## src/rtl/dmem_access_ctrl.sv

```systemverilog
`default_nettype none
// ============================================================================
// Module   : dmem_access_ctrl
// Brief    : MEM-stage load/store sequencer for the req/addr_ok/data_ok data bus
// Revision : 1.0 - initial release
// ============================================================================
module dmem_access_ctrl #(
    parameter int ADDR_W = 32
) (
    input  logic              clk,
    input  logic              rst,
    input  logic              mem_en_i,
    input  logic              mem_wr_i,
    input  logic [1:0]        mem_size_i,
    input  logic              mem_sign_i,
    input  logic [ADDR_W-1:0] mem_addr_i,
    input  logic [ADDR_W-1:0] mem_wdata_i,
    input  logic              flush_i,
    output logic              stall_o,
    output logic [ADDR_W-1:0] rdata_o,
    output logic              adel_o,
    output logic              ades_o,
    output logic              data_req,
    output logic              data_wr,
    output logic [1:0]        data_size,
    output logic [ADDR_W-1:0] data_addr,
    output logic [3:0]        data_wstrb,
    output logic [ADDR_W-1:0] data_wdata,
    input  logic              data_addr_ok,
    input  logic              data_data_ok,
    input  logic [ADDR_W-1:0] data_rdata
);

    localparam logic [1:0] c_IDLE = 2'd0;
    localparam logic [1:0] c_ADDR = 2'd1;
    localparam logic [1:0] c_DATA = 2'd2;
    localparam logic [1:0] c_DONE = 2'd3;

    logic [1:0]        r_state;
    logic              r_cancel;
    logic              r_sign;
    logic              w_misalign;
    logic              w_start;
    logic [3:0]        w_wstrb;
    logic [ADDR_W-1:0] w_wdata;
    logic [7:0]        w_byte;
    logic [15:0]       w_half;
    logic [ADDR_W-1:0] w_loadData;

    // Size 3 shares the word alignment rule.
    assign w_misalign = ((mem_size_i == 2'd1) & mem_addr_i[0])
                      | (mem_size_i[1] & (|mem_addr_i[1:0]));
    assign w_start    = mem_en_i & ~w_misalign & ~flush_i;
    assign stall_o    = w_start & (r_state != c_DONE);
    assign adel_o     = mem_en_i & w_misalign & ~mem_wr_i;
    assign ades_o     = mem_en_i & w_misalign & mem_wr_i;
    assign data_req   = (r_state == c_ADDR);

    // Big-endian lane order: offset 0 lives in bits [31:24].
    always_comb begin
        w_wstrb = 4'b0000;
        w_wdata = mem_wdata_i;
        case (mem_size_i)
            2'd0: begin
                w_wdata = {(ADDR_W/8){mem_wdata_i[7:0]}};
                if (mem_wr_i) w_wstrb = 4'b1000 >> mem_addr_i[1:0];
            end
            2'd1: begin
                w_wdata = {(ADDR_W/16){mem_wdata_i[15:0]}};
                if (mem_wr_i) w_wstrb = mem_addr_i[1] ? 4'b0011 : 4'b1100;
            end
            default: begin
                if (mem_wr_i) w_wstrb = 4'b1111;
            end
        endcase
    end

    always_comb begin
        case (data_addr[1:0])
            2'd0:    w_byte = data_rdata[31:24];
            2'd1:    w_byte = data_rdata[23:16];
            2'd2:    w_byte = data_rdata[15:8];
            default: w_byte = data_rdata[7:0];
        endcase
        w_half = data_addr[1] ? data_rdata[15:0] : data_rdata[31:16];
        case (data_size)
            2'd0:    w_loadData = {{(ADDR_W-8){r_sign & w_byte[7]}}, w_byte};
            2'd1:    w_loadData = {{(ADDR_W-16){r_sign & w_half[15]}}, w_half};
            default: w_loadData = data_rdata;
        endcase
    end

    always_ff @(posedge clk or posedge rst) begin
        if (rst) begin
            r_state    <= c_IDLE;
            r_cancel   <= 1'b0;
            r_sign     <= 1'b0;
            data_wr    <= 1'b0;
            data_size  <= 2'd0;
            data_addr  <= '0;
            data_wstrb <= 4'b0000;
            data_wdata <= '0;
            rdata_o    <= '0;
        end else begin
            case (r_state)
                c_IDLE: begin
                    r_cancel <= 1'b0;
                    if (w_start) begin
                        r_state    <= c_ADDR;
                        r_sign     <= mem_sign_i;
                        data_wr    <= mem_wr_i;
                        data_size  <= mem_size_i;
                        data_addr  <= mem_addr_i;
                        data_wstrb <= w_wstrb;
                        data_wdata <= w_wdata;
                    end
                end
                c_ADDR: begin
                    if (flush_i) r_cancel <= 1'b1;
                    if (data_addr_ok) r_state <= c_DATA;
                end
                c_DATA: begin
                    // A flush coinciding with data_ok still discards the result.
                    if (data_data_ok) begin
                        if (r_cancel | flush_i) begin
                            r_state  <= c_IDLE;
                            r_cancel <= 1'b0;
                        end else begin
                            if (!data_wr) rdata_o <= w_loadData;
                            r_state <= c_DONE;
                        end
                    end else if (flush_i) begin
                        r_cancel <= 1'b1;
                    end
                end
                default: begin
                    r_state <= c_IDLE;
                end
            endcase
        end
    end

endmodule
`default_nettype wire

```

## config.mk

```make
export PLATFORM = sky130hd
export DESIGN_NAME = dmem_access_ctrl
export DESIGN_NICKNAME = d
export VERILOG_FILES = /design/src/rtl/dmem_access_ctrl.sv
export SDC_FILE = /design/constraint.sdc
export NUM_CORES = 1
export LEC_CHECK = 0
export ABC_AREA = 1
export ABC_CLOCK_PERIOD_IN_PS = 4200
export CAP_MARGIN = 20
export CELL_PAD_IN_SITES_DETAIL_PLACEMENT = 2
export CELL_PAD_IN_SITES_GLOBAL_PLACEMENT = 2
export CORE_MARGIN = 2
export CORE_UTILIZATION = 21
export DETAILED_ROUTE_END_ITERATION = 8
export GPL_ROUTABILITY_DRIVEN = 0
export PLACE_DENSITY_LB_ADDON = 0.25
export SLEW_MARGIN = 15
export SYNTH_ARGS = -nofsm -noshare
export SYNTH_HDL_FRONTEND = slang
export SYNTH_SLANG_ARGS = --single-unit
```

## constraint.sdc

```tcl
create_clock -name clk -period 4.2 [get_ports clk]
set_clock_uncertainty 0.15 [all_clocks]
set_input_delay 1.05 -clock clk [delete_from_list [all_inputs] [get_ports clk]]
set_output_delay 1.05 -clock clk [all_outputs]
set_load 0.01 [all_outputs]
```

==> flow_metrics.env <==
export IMPL_p_leak_nw=4.059
export IMPL_startpoint_type="input port"
export IMPL_num_io_pins=213
export IMPL_seq_area_frac_synth=0.4803
export IMPL_post_drt_wl_per_cell_um=17.14
export IMPL_drv_slew=0
export IMPL_grt_pass1_vias=6351
export IMPL_final_layout_size_suffix_gt1_frac=0.06886
export IMPL_ctsResizeCount=0
export IMPL_critical_path_class="input port to output port"
export IMPL_pwr_density_cell_nw_per_um2=665.2
export IMPL_yosysWarnings=0
export IMPL_grt_usage=0.1636
export IMPL_synthesis_nets=880
export IMPL_post_place_cells=1292
export IMPL_root_buffer="clkbuf_16"
export IMPL_hold_slack_ps=336.6
export IMPL_dieArea_um2=27870
export IMPL_finalCoreUtilization=0.3209
export IMPL_yosysUniqueCellTypes=26
export IMPL_fp_dieH_um=166.9
export IMPL_cts_sinks=107
export IMPL_hp_start="rdata_o[14]$_DFFE_PP0P_"
export IMPL_htreeDepth=3
export IMPL_relSlewSlack=0.4335
export IMPL_tns_ps=0
export IMPL_yosysTopAreaCellShare=0.4803
export IMPL_portBuffers=212
export IMPL_synth_seq_cells=107
export IMPL_grt_ovfl_total=0
export IMPL_post_cts_buffers=0
export IMPL_rr_worst_depth=9
export IMPL_drv_cap=0
export IMPL_holdPathEnd="rdata_o[14]$_DFFE_PP0P_"
export IMPL_layoutNonFillerInstCount=1309
export IMPL_setup_violations=0
export IMPL_drc_errors=0
export IMPL_clk_latency_ps=360
export IMPL_fmax_ghz=0.2496
export IMPL_drt_iter0_drc=180
export IMPL_synthFlopType="dfrtp_1"
export IMPL_async_flop_share=1.000
export IMPL_nets=1078
export IMPL_grt_pass1_wl_um=35860
export IMPL_synth_edf_count=0
export IMPL_crit_path_end_kind="output port"
export IMPL_routed_via_density=4.393
export IMPL_r2r_slack_ps=1730
export IMPL_hold_buffers=0
export IMPL_coreArea_um2=26060
export IMPL_period_share=0.9539
export IMPL_cts_made_buffers=9
export IMPL_required_ps=3000
export IMPL_antenna_found_initial=1
export IMPL_hold_viol_final=0
export IMPL_die_x_um=166.9
export IMPL_wl_um=22430
export IMPL_clk_pin_slew_ps=70
export IMPL_netlist_area_um2=5575
export IMPL_synth_area_leader_cell="dfrtp_1"
export IMPL_firstDrtPassIters=4
export IMPL_layout_commonest_cell="nand2_1"
export IMPL_start_util=0.2140
export IMPL_cts_tree="built"
export IMPL_clockBufferDepth=2
export IMPL_fin_crit_ps=4006
export IMPL_peakVddDrop_v=0.0002015
export IMPL_status="finished clean"
export IMPL_num_rows=59
export IMPL_whs_path_depth=2
export IMPL_arrival_ps=2810
export IMPL_area_growth_pct=49.98
export IMPL_postRouteAntennaNets=0
export IMPL_final_cell_mix="310 x nand2_1, 212 x clkdlybuf4s50_1, 107 x dfrtp_1"
export IMPL_worstReg2RegStart="data_size[1]$_DFFE_PP0P_"
export IMPL_reg2reg_to="rdata_o[22]$_DFFE_PP0P_"
export IMPL_total_power_w=0.005562
export IMPL_synth_area_per_cell_um2=7.241
export IMPL_worst_pin_slew_ps=846.6
export IMPL_worstHoldPathType="flip-flop to flip-flop"
export IMPL_synth_cells=770
export IMPL_path_max_fanout=4
export IMPL_grt_max_degree=70
export IMPL_hpwl_um=16340
export IMPL_rsz0062_at_grt="false"
export IMPL_vias=5750
export IMPL_synth_area_leaders="dfrtp_1 48%, nand2_1 21%, o21ai_0 8.9%, inv_1 4.4%, nor2_1 3.4%"
==> power by group <==
part | internal, W | switching, W
clock network | 0.000475 | 0.000450
registers | 0.00153 | 0.000319
logic | 0.00135 | 0.00144
==> layout make-up <==
| cell class | count | area [um^2] |
|---|---|---|
| diodes | 1 | 2.502 |
| clock buffers | 9 | 225.2 |
| clock inverters | 7 | 87.58 |
| fillers | 3049 | 17700 |
| inverters | 69 | 261.5 |
| multi-input cells | 551 | 2419 |
| flip-flops and latches | 107 | 2678 |
| well taps | 335 | 419.2 |
| repair buffers | 230 | 2270 |
==> worst max path at each step <==
stage | startpoint | endpoint | slack, ps | depth (start not counted)
4_1_cts | mem_size_i[1] | adel_o | 170 | 6
6_report | mem_size_i[1] | adel_o | 190 | 6
3_5_place_dp | mem_size_i[1] | adel_o | 170 | 6
2_1_floorplan | rst | data_addr[0]$_DFFE_PP0P_ | 180 | 1
5_1_grt | mem_size_i[1] | adel_o | 80 | 6
3_3_place_gp | mem_size_i[1] | ades_o | 220 | 6
==> worst max-delay path: stages <==
cell and delay, ps:
clkdlybuf4s50_1 610, inv_2 70, o21ai_2 150, nand2_2 130, nor3_1 200, clkdlybuf4s50_1 600
==> layer usage <==
layer  up-vias  track usage  wire (um)
met1      2808       0.2080      10040
met4         0      0.02699        136
met3         8      0.06060       1730
met2       149       0.2695      10530
li1       2785            -          -
met5         -            0          0
==> Yosys cell counts (2+ instances only) <==
library cell  number
nand2_1          310
dfrtp_1          107
o21ai_0           99
inv_1             66
nor2_1            50
clkbuf_1          28
nand3_1           25
or2_2             22
a21oi_1           18
buf_2              8
o211ai_1           7
buf_6              6
o21ai_1            5
ha_1               4
inv_2              3
nor2_4             2
==> sequential cells by signal (all words and copies together) (netlist names) <==
name,cells
data_size,2
r_cancel,1
data_addr,32
rdata_o,32
r_state,2
data_wr,1
r_sign,1
data_wstrb,4
data_wdata,32
==> through the flow <==
stage / setup slack (ps) / cell area [um^2]
floorplan: 182.8 / 5575
finish: 193.6 / 8362
global route: 84.64 / 8359
global placement: 222.7 / 8046
detailed placement: 174.7 / 8046
CTS: 174.7 / 8359
==> kinds of logic (layout without fill, tap and decap cells) <==
logic type / count (synthesis) / after routing / synth area share
AND/OR/NAND/NOR: 415 / 415 / 0.3018
AO/OA/AOI/OAI: 132 / 132 / 0.1230
buffers and inverters: 112 / 315 / 0.08595
flip-flops: 107 / 107 / 0.4803
adder cells (fa/ha/maj): 4 / 4 / 0.008977
other: 0 / 1 / 0
No activity file was read; power rests on OpenSTA's default activity.
